==> src/rtl/bus_pkg.sv <==
// Shared definitions for the memory-bus responder: FSM state encoding,
// the wait-state ceiling, and the write-protect address comparison.
package bus_pkg;

    localparam logic [2:0] S_IDLE   = 3'd0;
    localparam logic [2:0] S_SETUP  = 3'd1;
    localparam logic [2:0] S_STROBE = 3'd2;
    localparam logic [2:0] S_HOLD   = 3'd3;
    localparam logic [2:0] S_ACK    = 3'd4;

    // The strobe counter is four bits wide, so this is the longest stretch it can hold.
    localparam int WAIT_STATES_MAX = 15;

    typedef enum logic [2:0] {
        IDLE   = S_IDLE,
        SETUP  = S_SETUP,
        STROBE = S_STROBE,
        HOLD   = S_HOLD,
        ACK    = S_ACK
    } state_t;

    // True when a bus address lies below the protected boot region.
    // The comparison always uses the full 16-bit bus address, whatever the SRAM width.
    function automatic logic in_rom(input logic [15:0] addr, input int rom_bytes);
        return ({16'h0000, addr} < $unsigned(rom_bytes));
    endfunction

endpackage

==> src/rtl/sram_bus_responder.sv <==
// Slave end of the shared Z80 memory bus. Each level-held request becomes
// one timed cycle on an async 8-bit SRAM. Read data and ack are held until
// the active master releases cs or presents a different request.
// All SRAM strobes are flop outputs that follow the FSM state one cycle
// later, so nothing reaching the pads is combinational from the bus.
module sram_bus_responder
    import bus_pkg::*;
#(
    parameter int ADDR_W      = 16,
    parameter int WAIT_STATES = 1,
    parameter int ROM_BYTES   = 0
) (
    input  logic              i_clk,
    input  logic              i_reset_n,
    input  logic [15:0]       i_addr,
    input  logic [7:0]        i_dat,
    input  logic              i_we,
    input  logic              i_cs,
    output logic [7:0]        o_dat,
    output logic              o_ack,
    output logic [ADDR_W-1:0] o_sram_addr,
    output logic [7:0]        o_sram_dq,
    input  logic [7:0]        i_sram_dq,
    output logic              o_sram_dq_oe,
    output logic              o_sram_ce_n,
    output logic              o_sram_oe_n,
    output logic              o_sram_we_n
);

    // Strobe length reload value, clamped to what the counter can represent.
    localparam logic [3:0] WAIT_INIT =
        4'((WAIT_STATES > WAIT_STATES_MAX) ? WAIT_STATES_MAX : WAIT_STATES);

    state_t      state;
    logic [15:0] addr_q;
    logic        we_q;
    logic        prot_q;
    logic        abort_q;
    logic [3:0]  wait_cnt;
    logic        sample_rd;
    logic        in_access;
    logic        req_match;

    // Decode of the current state and of whether the bus still shows the
    // request that is being served; both feed only flop inputs below.
    always_comb begin
        in_access = (state == SETUP) || (state == STROBE) || (state == HOLD);
        req_match = (i_addr == addr_q) && (i_we == we_q);
    end

    // Access sequencer with registered SRAM strobes, ack and read data.
    always_ff @(posedge i_clk) begin
        if (!i_reset_n) begin
            state        <= IDLE;
            addr_q       <= '0;
            we_q         <= 1'b0;
            prot_q       <= 1'b0;
            abort_q      <= 1'b0;
            wait_cnt     <= '0;
            sample_rd    <= 1'b0;
            o_dat        <= '0;
            o_ack        <= 1'b0;
            o_sram_addr  <= '0;
            o_sram_dq    <= '0;
            o_sram_dq_oe <= 1'b0;
            o_sram_ce_n  <= 1'b1;
            o_sram_oe_n  <= 1'b1;
            o_sram_we_n  <= 1'b1;
        end else begin
            o_sram_ce_n  <= !in_access;
            o_sram_dq_oe <= in_access && we_q;
            o_sram_oe_n  <= !((state == STROBE) && !we_q);
            o_sram_we_n  <= !((state == STROBE) && we_q && !prot_q);
            o_ack        <= (state == ACK) && i_cs && req_match;
            sample_rd    <= (state == STROBE) && !we_q && (wait_cnt == 4'd0);
            if (sample_rd) begin
                o_dat <= i_sram_dq;
            end

            case (state)
                IDLE: begin
                    if (i_cs && !o_ack) begin
                        addr_q      <= i_addr;
                        we_q        <= i_we;
                        prot_q      <= i_we && in_rom(i_addr, ROM_BYTES);
                        abort_q     <= 1'b0;
                        o_sram_addr <= i_addr[ADDR_W-1:0];
                        o_sram_dq   <= i_dat;
                        state       <= SETUP;
                    end
                end
                SETUP: begin
                    wait_cnt <= WAIT_INIT;
                    if (!i_cs) begin
                        abort_q <= 1'b1;
                    end
                    state <= STROBE;
                end
                STROBE: begin
                    if (!i_cs) begin
                        abort_q <= 1'b1;
                    end
                    if (wait_cnt == 4'd0) begin
                        if (we_q) begin
                            state <= HOLD;
                        end else if (abort_q || !i_cs) begin
                            state <= IDLE;
                        end else begin
                            state <= ACK;
                        end
                    end else begin
                        wait_cnt <= wait_cnt - 4'd1;
                    end
                end
                HOLD: begin
                    if (abort_q || !i_cs) begin
                        state <= IDLE;
                    end else begin
                        state <= ACK;
                    end
                end
                ACK: begin
                    if (!i_cs || !req_match) begin
                        state <= IDLE;
                    end
                end
                default: begin
                    state <= IDLE;
                end
            endcase
        end
    end

endmodule

==> config.mk <==
export PLATFORM = sky130hd
export DESIGN_NAME = sram_bus_responder
export DESIGN_NICKNAME = d
export VERILOG_FILES = /design/src/rtl/bus_pkg.sv /design/src/rtl/sram_bus_responder.sv
export SDC_FILE = /design/constraint.sdc
export NUM_CORES = 1
export LEC_CHECK = 0
export CAP_MARGIN = 30
export CORE_MARGIN = 3
export CORE_UTILIZATION = 41
export DETAILED_ROUTE_END_ITERATION = 10
export GPL_ROUTABILITY_DRIVEN = 0
export GPL_TIMING_DRIVEN = 0
export PLACE_DENSITY = 0.76
export SLEW_MARGIN = 0
export SYNTH_ARGS = -nofsm -noshare
export SYNTH_HDL_FRONTEND = slang
export SYNTH_SLANG_ARGS = --single-unit
==> constraint.sdc <==
create_clock -name i_clk -period 1.4 [get_ports i_clk]
set_input_delay 0.28 -clock i_clk [delete_from_list [all_inputs] [get_ports i_clk]]
set_output_delay 0.28 -clock i_clk [all_outputs]
set_load 0.1 [all_outputs]
==> results of run 1 <==
==> flip-flops by register name (all words and copies together), names as in the netlist <==
register      count
o_sram_dq_oe      1
o_sram_ce_n       1
addr_q           16
sample_rd         1
o_ack             1
wait_cnt          4
state             3
o_sram_we_n       1
abort_q           1
o_sram_dq         8
o_sram_oe_n       1
we_q              1
o_dat             8
==> cells in the mapped netlist (all sizes together) <==
master and count:
nor4bb 1, nor3 3, a2111oi 1, ha 2
nand2b 2, or4 1, nand2 55, or2 1
buf 8, o41ai 1, dfxtp 47, xnor2 1
o21ai 1, clkbuf 4, a31oi 1, or3b 1
a21oi 28, mux2i 8, nand3 8, inv 4
nor4 5, nor2 16, and4bb 1, or3 1
xor2 19, a21o 1, o22ai 1, nor3b 2
nor2b 1
==> layout make-up <==
type | instances | share of cell area
clock buffers | 7 | 0.0268
inverters | 4 | 0.00466
plain buffers | 8 | 0.0237
well taps | 67 | 0.0260
repair buffers | 87 | 0.235
flip-flops and latches | 47 | 0.304
clock inverters | 1 | 0.00272
multi-input cells | 162 | 0.377
==> report_power, final <==
part	leakage, uW	total (uW)	switching, uW	internal (uW)
Sequential	0.000394	1520	95.8	1430
Clock	0.0000484	855	450	405
Combinational	0.000916	1300	839	458
Total	0.00136	3680	1380	2290
==> how the worst max path moves through the flow <==
stage,startpoint,endpoint,slack (ps),cells past startpoint
3_5_place_dp,i_reset_n,addr_q[5],-700,5
3_3_place_gp,i_reset_n,o_sram_dq[7],-730,5
2_1_floorplan,o_ack,addr_q[15],-90,5
4_1_cts,state[0],addr_q[0],-110,5
6_report,state[1],addr_q[2],-90,4
5_1_grt,state[2],addr_q[1],-120,5
==> kinds of logic after synthesis <==
family / Yosys count / synth area share
buffers and inverters: 16 / 0.0509
AO/OA/AOI/OAI: 34 / 0.122
XOR/XNOR: 20 / 0.0828
adder cells (fa/ha/maj): 2 / 0.0118
AND/OR/NAND/NOR: 98 / 0.250
multiplexers: 8 / 0.0378
flip-flops: 47 / 0.445
==> through the flow <==
step	cell area (um2)	setup WS [ps]	setup TNS, ps	std cells
after floorplan	2150	-87.3	-1690	225
after global placement	2960	-732	-35750	364
after detailed placement	2960	-696	-34610	364
after CTS	3060	-105	-1920	380
after global routing	3220	-121	-2410	383
final	3220	-86.9	-1430	383
==> critical path, delay by kind of cell, from the launching register on <==
family                 cells  cell delay, ps
buffers and inverters      1             210
AOI/OAI and AO/OA          1              50
and+or+nand+nor            2             720
DFF                        1             400
==> timing repair <==
item,in CTS,in global routing
pin swaps,22,13
setup buffers,9,4
gates resized for setup,221,40
setup endpoints to repair,74,52
gates cloned,1,1
==> metal layers <==
metal,GRT usage,share of wire,up-vias
li1,-,-,923
met1,0.216,0.43,841
met2,0.297,0.49,55
met3,0.0592,0.073,6
met4,0.0427,0.010,0
met5,0,0,-
==> flow_summary.yaml, run 1 <==
outcome:
  run_status: "complete, but fails checks"
  violations: "setup timing"
critical_path:
  arrival_ps: 1680
  critical_path.max_stage_delay_ps: 650
  cpMaxStageDelayCell: "or4_4"
  startpoint_type: "register"
  rr_startpoint: "state[1]"
  cp-end-kind: "register"
  reg2reg_slack_ps: -90
  crit_type: "reg -> reg"
  cp.required_ps: 1590
  critPathMaxFanout: 10
  r2r_end: "addr_q[2]"
  worstRegToRegCells: 4
  crit_path_cell_trace: "or4_4 -> clkbuf_16 -> nand2_2 -> a21oi_2"
yosys:
  syn_inst: 225
  ys_ff_latch: 47
  synth_fp_nets: 263
  yosysTopAreaCell: "dfxtp_1"
  ys_seq_area_frac: 0.445
  synth_area_leaders: "dfxtp_1, a21oi_2, xor2_1"
  synth.distinct_cells: 39
  avgSynthCellArea_um2: 9.40
  yosysWarnings: 0
  synth_top_area_share: 0.445
  syn_area_um2: 2120
clock_network:
  cts_buffers: 5
  cts_tree: "done"
  clock_path_buffers: 2
  cts_hold_buffers: 0
  cts_sinks: 47
  htree_levels: 2
  cts_root_buf: "clkbuf_8"
  clk_latency_ps: 300
  path_clk_slew_ps: 90
detailed_routing:
  routed_wl_um: 5160
  ant_nets: 0
  vias: 1825
  drc: 0
  dr.pass1.iters: 4
  drtIter0Drc: 46
  viasPerCell: 4.77
  wl_per_cell_um: 13.5
power_and_ir_drop:
  p_leak_uw: 0.00136
  irDropWorstVdd_v: 0.000662
  powerDensity_nw_per_um2: 1140
  power_uw: 3680
global_routing:
  grt_overflow: 0
  antenna_found_initial: 0
  grt_pass1_wl_um: 8660
  grt_max_degree: 15
  first_global_vias: 1835
  grt_usage: 0.177
layout:
  regArea_um2: 980
  final_cell_mix: "clkdlybuf4s50_1, nand2_1, dfxtp_1, a21oi_2, clkbuf_4"
  drive_gt1_frac: 0.481
  fin_util: 0.664
  area_delta_synth_final_pct: 52.2
  layout_commonest_cell: "clkdlybuf4s50_1"
  multi_input_area_um2: 1210
  antenna_cells: 0
  fin_nets: 353
  n_fill_cell: 428
timing:
  fin_skew_ps: 7.97
  slew_headroom: 0.623
  final-setup-viol-count: 25
  hold_viol: 0
  tightest_slew_ps: 566
  period_share: 1.06
  rsz0062_at_grt: "yes"
  hold-worst-slack_ps: 335
  period_minus_slack_ps: 1490
  maxSlewViolCount: 0
  fmax_mhz: 673
  setup_slack_ps: -86.9
min_path:
  hold_start: "i_reset_n"
  holdPathEnd: "o_sram_we_n"
  hp-class: "in -> reg"
  holdPathStages: 2
floorplan:
  die_area_um2: 6060
  die_height_um: 77.8
  rows: 25
  fp.dieW_um: 77.8
  ios: 73
  start_util: 0.436
  core_area_um2: 4850
placed_design:
  portBuffers: 72
  dpl.hpwl_um: 3530
run:
  maxCapViolations: 0
(Power assumes the default switching activity.)
==> inputs of run 2 (changes only) <==
--- a/config.mk
+++ b/config.mk
@@ -12,6 +12,7 @@
 export GPL_ROUTABILITY_DRIVEN = 0
 export GPL_TIMING_DRIVEN = 0
 export PLACE_DENSITY = 0.76
+export REMOVE_ABC_BUFFERS = 1
 export SLEW_MARGIN = 0
 export SYNTH_ARGS = -nofsm -noshare
 export SYNTH_HDL_FRONTEND = slang
==> run 2 against run 1 <==
Against the previous run: the run still ends with setup timing left; wire length grew 5.0%; final cell count shrank 1.3%; design area shrank 3.9%; global-route usage grew 0.44 points; power down 0.41%; non-clock buffer count fell by 8; critical endpoint is now state[0]; via count grew 2.1%; clock-buffer cell count did not move; combinational power down 5%; largest power group unchanged; critical path type unchanged.
==> flow_summary.yaml, run 2 (synthesized netlist as in run 1, its figures left out) <==
timing:
  maxSlewViolCount: 0
  finalSetupTns_ps: -30.6
  hold-worst-slack_ps: 461
  rsz0062_at_grt: "yes"
  setup_slack_ps: -29.7
  period_share: 1.02
  slew_headroom: 0.675
  fin_skew_ps: 12.1
  hold_viol: 0
  tightest_slew_ps: 492
  period_minus_slack_ps: 1430
  final-setup-viol-count: 2
  fmax_mhz: 699
clock_network:
  path_clk_slew_ps: 90
  cts_sinks: 47
  cts_root_buf: "clkbuf_8"
  clock_path_buffers: 2
  clk_latency_ps: 300
  htree_levels: 2
  cts_tree: "done"
  cts_buffers: 5
layout:
  area_delta_synth_final_pct: 46.2
  drive_gt1_frac: 0.415
  layout_commonest_cell: "dfxtp_1"
  final_cell_mix: "dfxtp_1, clkdlybuf4s50_1, nand2_1, buf_4, a21oi_2"
  finalInstanceArea_um2: 3090
  largest_register_ffs: 16
  antenna_cells: 0
  fin_nets: 348
  finalNonFillerCells: 378
  largest-register: "addr_q"
  largestRegisters: "addr_q: 16 flops, o_dat: 8 flops, o_sram_dq: 8 flops"
critical_path:
  critPathMaxFanout: 5
  cp.required_ps: 1590
  arrival_ps: 1620
  cp-end-kind: "register"
  rr_startpoint: "wait_cnt[1]"
  r2r_end: "state[0]"
  crit_type: "reg -> reg"
  critical_path.max_stage_delay_ps: 400
  reg2reg_slack_ps: -30
  startpoint_type: "register"
  crit_path_cell_trace: "inv_2 -> ha_4 -> or3b_4 -> nand2_4 -> nand2b_4 -> a2111oi_4"
  cpMaxStageDelayCell: "or3b_4"
  worstRegToRegCells: 6
detailed_routing:
  wl_per_cell_um: 14.3
  ant_nets: 0
  dr.pass1.iters: 5
  drc: 0
  routed_wl_um: 5420
  vias: 1863
  viasPerCell: 4.93
  drtIter0Drc: 63
outcome:
  violations: "setup timing"
  run_status: "complete, but fails checks"
global_routing:
  grt_max_degree: 39
  grt_pass1_wl_um: 8770
  first_global_vias: 1845
  grt_usage: 0.181
  grt_overflow: 0
  antenna_found_initial: 0
min_path:
  hp-class: "reg -> reg"
  holdPathStages: 2
  holdPathEnd: "o_sram_dq[2]"
  hold_start: "o_sram_dq[2]"
power_and_ir_drop:
  irDropWorstVdd_v: 0.000671
  p_leak_uw: 0.00124
  powerDensity_nw_per_um2: 1180
placed_design:
  post-place-cells: 353
  portBuffers: 72
  placed_cell_area_um2: 2840
  dpl.hpwl_um: 3260
run:
  maxCapViolations: 0
floorplan:
  ios: 73
  die_area_um2: 6060
  core_area_um2: 4850
  die_height_um: 77.8
  start_util: 0.436
  fp.dieW_um: 77.8
  rows: 25
## run 2: how the worst max path moves through the flow
stage / start / end / cells after the start
4_1_cts: o_ack / o_ack / 1
2_1_floorplan: o_ack / addr_q[0] / 3
5_1_grt: wait_cnt[0] / state[0] / 6
6_report: wait_cnt[1] / state[0] / 6
3_5_place_dp: i_cs / addr_q[7] / 6
3_3_place_gp: i_cs / o_sram_dq[6] / 5
## run 2: critical path, delay by kind of cell, from the launching register on
family	cells	cell delay [ps]
buffers and inverters	1	70
flip-flops	1	340
AO/OA/AOI/OAI	1	210
adder cells (fa/ha/maj)	1	110
AND/OR/NAND/NOR	3	580
## run 2: cell type report
cell class                 count  area [um2]
timing repair buffer          87         744
inverter                       4        20.0
tap                           67        83.8
multi-input combinational    165        1190
sequential                    47         956
fill                         435        1750
clock inverter                 1        7.51
clock buffer                   7        96.3
## run 2: timing repair
item,CTS,global route
endpoints found under the setup margin,80,45
pin swaps,6,16
gates resized for setup,222,25
setup buffers,7,6
cloned,3,1
hold buffers,0,0
## run 2: per-stage QoR
stage                     setup WS [ps]  utilization  total power, uW
after floorplan                    -481            -             2310
after global placement             -967        0.583             2620
after detailed placement           -592        0.586             2640
after CTS                         -4.14        0.606             3590
after global routing              -67.0        0.638             3820
final                             -29.7        0.638             3660
## run 2: routing by layer
layer	GRT usage	routed length [um]	vias up	part of all wire
met4	0.0374	34	0	0.0063
met5	0	0	-	0
met3	0.0858	512	4	0.094
met2	0.298	2620	67	0.48
li1	-	-	926	-
met1	0.214	2260	866	0.42
## run 2: power by group
group / leakage, uW / total, uW / internal [uW] / switching [uW]
Sequential: 0.000387 / 1520 / 1420 / 98.7
Combinational: 0.000802 / 1230 / 414 / 816
Clock: 0.0000505 / 911 / 450 / 461
==> inputs of run 3 (changes only) <==
--- a/config.mk
+++ b/config.mk
@@ -8,11 +8,13 @@
 export CAP_MARGIN = 30
 export CORE_MARGIN = 3
 export CORE_UTILIZATION = 41
+export CTS_BUF_LIST = sky130_fd_sc_hd__clkbuf_16
 export DETAILED_ROUTE_END_ITERATION = 10
 export GPL_ROUTABILITY_DRIVEN = 0
 export GPL_TIMING_DRIVEN = 0
 export PLACE_DENSITY = 0.76
 export REMOVE_ABC_BUFFERS = 1
+export SKIP_LAST_GASP = 1
 export SLEW_MARGIN = 0
 export SYNTH_ARGS = -nofsm -noshare
 export SYNTH_HDL_FRONTEND = slang
==> run 3 against run 2 <==
Against the previous run: the run still ends with setup timing left; first-iteration DRC count increased by 46%; critical path type unchanged; highest routed layer unchanged; non-clock buffer count decreased by 1; die area did not move.
==> flow_summary.yaml, run 3 (synthesized netlist as in run 1, its figures left out) <==
outcome:
  run_status: "complete, but fails checks"
  violations: "setup timing"
floorplan:
  start_util: 0.436
  core_area_um2: 4850
  rows: 25
  die_area_um2: 6060
  fp.dieW_um: 77.8
  die_height_um: 77.8
  ios: 73
layout:
  final_cell_mix: "dfxtp_1, nand2_1, clkdlybuf4s50_1, a21oi_2"
  regArea_um2: 956
  antenna_cells: 0
  largestRegisters: "addr_q: 16 flops, o_dat: 8 flops, o_sram_dq: 8 flops"
  layout_commonest_cell: "dfxtp_1"
  n_fill_cell: 442
  fin_nets: 347
  multi_input_area_um2: 1190
  largest_register_ffs: 16
  drive_gt1_frac: 0.410
  area_delta_synth_final_pct: 45.5
  largest-register: "addr_q"
timing:
  fmax_mhz: 698
  period_minus_slack_ps: 1430
  tightest_slew_ps: 497
  hold_viol: 0
  period_share: 1.02
  final-setup-viol-count: 3
  maxSlewViolCount: 0
  fin_skew_ps: 7.54
  rsz0062_at_grt: "yes"
  setup_slack_ps: -32.6
  slew_headroom: 0.671
detailed_routing:
  drc: 0
  highest_layer: "met4"
  wl_met2_um: 2530
  wirelength_met1_um: 2350
  wl_per_cell_um: 14.3
  wl_met3_um: 488
  routed_wl_um: 5410
  drtIter0Drc: 92
  viasPerCell: 4.91
  vias: 1851
  dr.pass1.iters: 4
  ant_nets: 0
power_and_ir_drop:
  p_comb_frac: 0.309
  clockPowerShare: 0.297
  power_uw: 3850
  powerDensity_nw_per_um2: 1250
  power_switching_uw: 1400
  p_leak_uw: 0.00124
  intPower_uw: 2450
  p_seq_frac: 0.395
  power.share.switching: 0.364
  irDropWorstVdd_v: 0.000576
critical_path:
  reg2reg_slack_ps: -30
  crit_type: "reg -> reg"
  cp.required_ps: 1580
  arrival_ps: 1610
  r2r_end: "state[0]"
  rr_startpoint: "wait_cnt[0]"
  cp-end-kind: "register"
  critPathMaxFanout: 5
  worstRegToRegCells: 6
  startpoint_type: "register"
clock_network:
  cts_tree: "done"
  cts_buffers: 5
  cts_sinks: 47
  htree_levels: 2
  cts_root_buf: "clkbuf_16"
  path_clk_slew_ps: 60
  clk_latency_ps: 280
  clock_path_buffers: 2
min_path:
  holdPathStages: 2
  hold_start: "o_sram_dq[2]"
  hp-class: "reg -> reg"
  holdPathEnd: "o_sram_dq[2]"
placed_design:
  dpl.hpwl_um: 3260
  post-place-ws_ps: -592
  portBuffers: 72
global_routing:
  grt_usage: 0.182
  grt_pass1_wl_um: 8850
  grt_max_degree: 39
  grt_overflow: 0
  first_global_vias: 1832
  antenna_found_initial: 0
run:
  maxCapViolations: 0
[run 3: cell count changes in the layout (fill, tap and decap cells not counted), sizes merged]
cell / previous run / this run
clkbuf: 18 / 15
clkinv: 0 / 2
[run 3: routing by layer]
layer | GRT usage | up-vias
li1 | - | 925
met5 | 0 | -
met2 | 0.295 | 61
met1 | 0.223 | 861
met3 | 0.0824 | 4
met4 | 0.0356 | 0
[run 3: area by class of cell]
| cell class | count | share of cell area |
|---|---|---|
| clock inverter | 3 | 0.00488 |
| clock buffer | 5 | 0.0406 |
| inverter | 4 | 0.00650 |
| tap | 67 | 0.0272 |
| timing repair buffer | 86 | 0.225 |
| multi-input combinational | 165 | 0.386 |
| sequential | 47 | 0.310 |
[run 3: per-stage QoR]
| stage | instance area (um2) | hold slack (ps) | utilization | setup TNS [ps] | std cells |
|---|---|---|---|---|---|
| floorplan | 2020 | 365 | - | -13460 | 213 |
| global placement | 2830 | 449 | 0.583 | -43760 | 352 |
| detailed placement | 2840 | 453 | 0.586 | -33940 | 353 |
| CTS | 2940 | 460 | 0.606 | -9.08 | 370 |
| global route | 3080 | 481 | 0.635 | -384 | 377 |
| finish | 3080 | 458 | 0.635 | -67.6 | 377 |
[run 3: power groups by stage]
stage	Combinational, uW	Clock (uW)	Sequential, uW
floorplan	313	0	2000
global route	1250	1230	1530
global placement	1080	0	1540
finish	1190	1140	1520
CTS	1120	1160	1520
detailed placement	1100	0	1540
[run 3: critical path: stages (launching register included)]
cell       delay (ps)
dfxtp_2           330
inv_2              50
ha_2              160
or3b_4            410
nand2_4           120
nand2b_4           80
a2111oi_4         190
[run 3: timing repair]
action / 4_1_cts / 5_1_grt
buffers inserted: 6 / 7
gates resized for setup: 210 / 27
cloned: 3 / 0
endpoints found under the setup margin: 80 / 43
pin swaps: 8 / 7
hold buffers: 0 / 0
[run 3: how the worst max path moves through the flow]
stage / from / endpoint / slack [ps]
after floorplan: o_ack / addr_q[0] / -480
after global placement: i_cs / o_sram_dq[6] / -970
after global routing: wait_cnt[0] / state[0] / -110
after detailed placement: i_cs / addr_q[7] / -590
after CTS: wait_cnt[0] / state[0] / -9
final: wait_cnt[0] / state[0] / -30
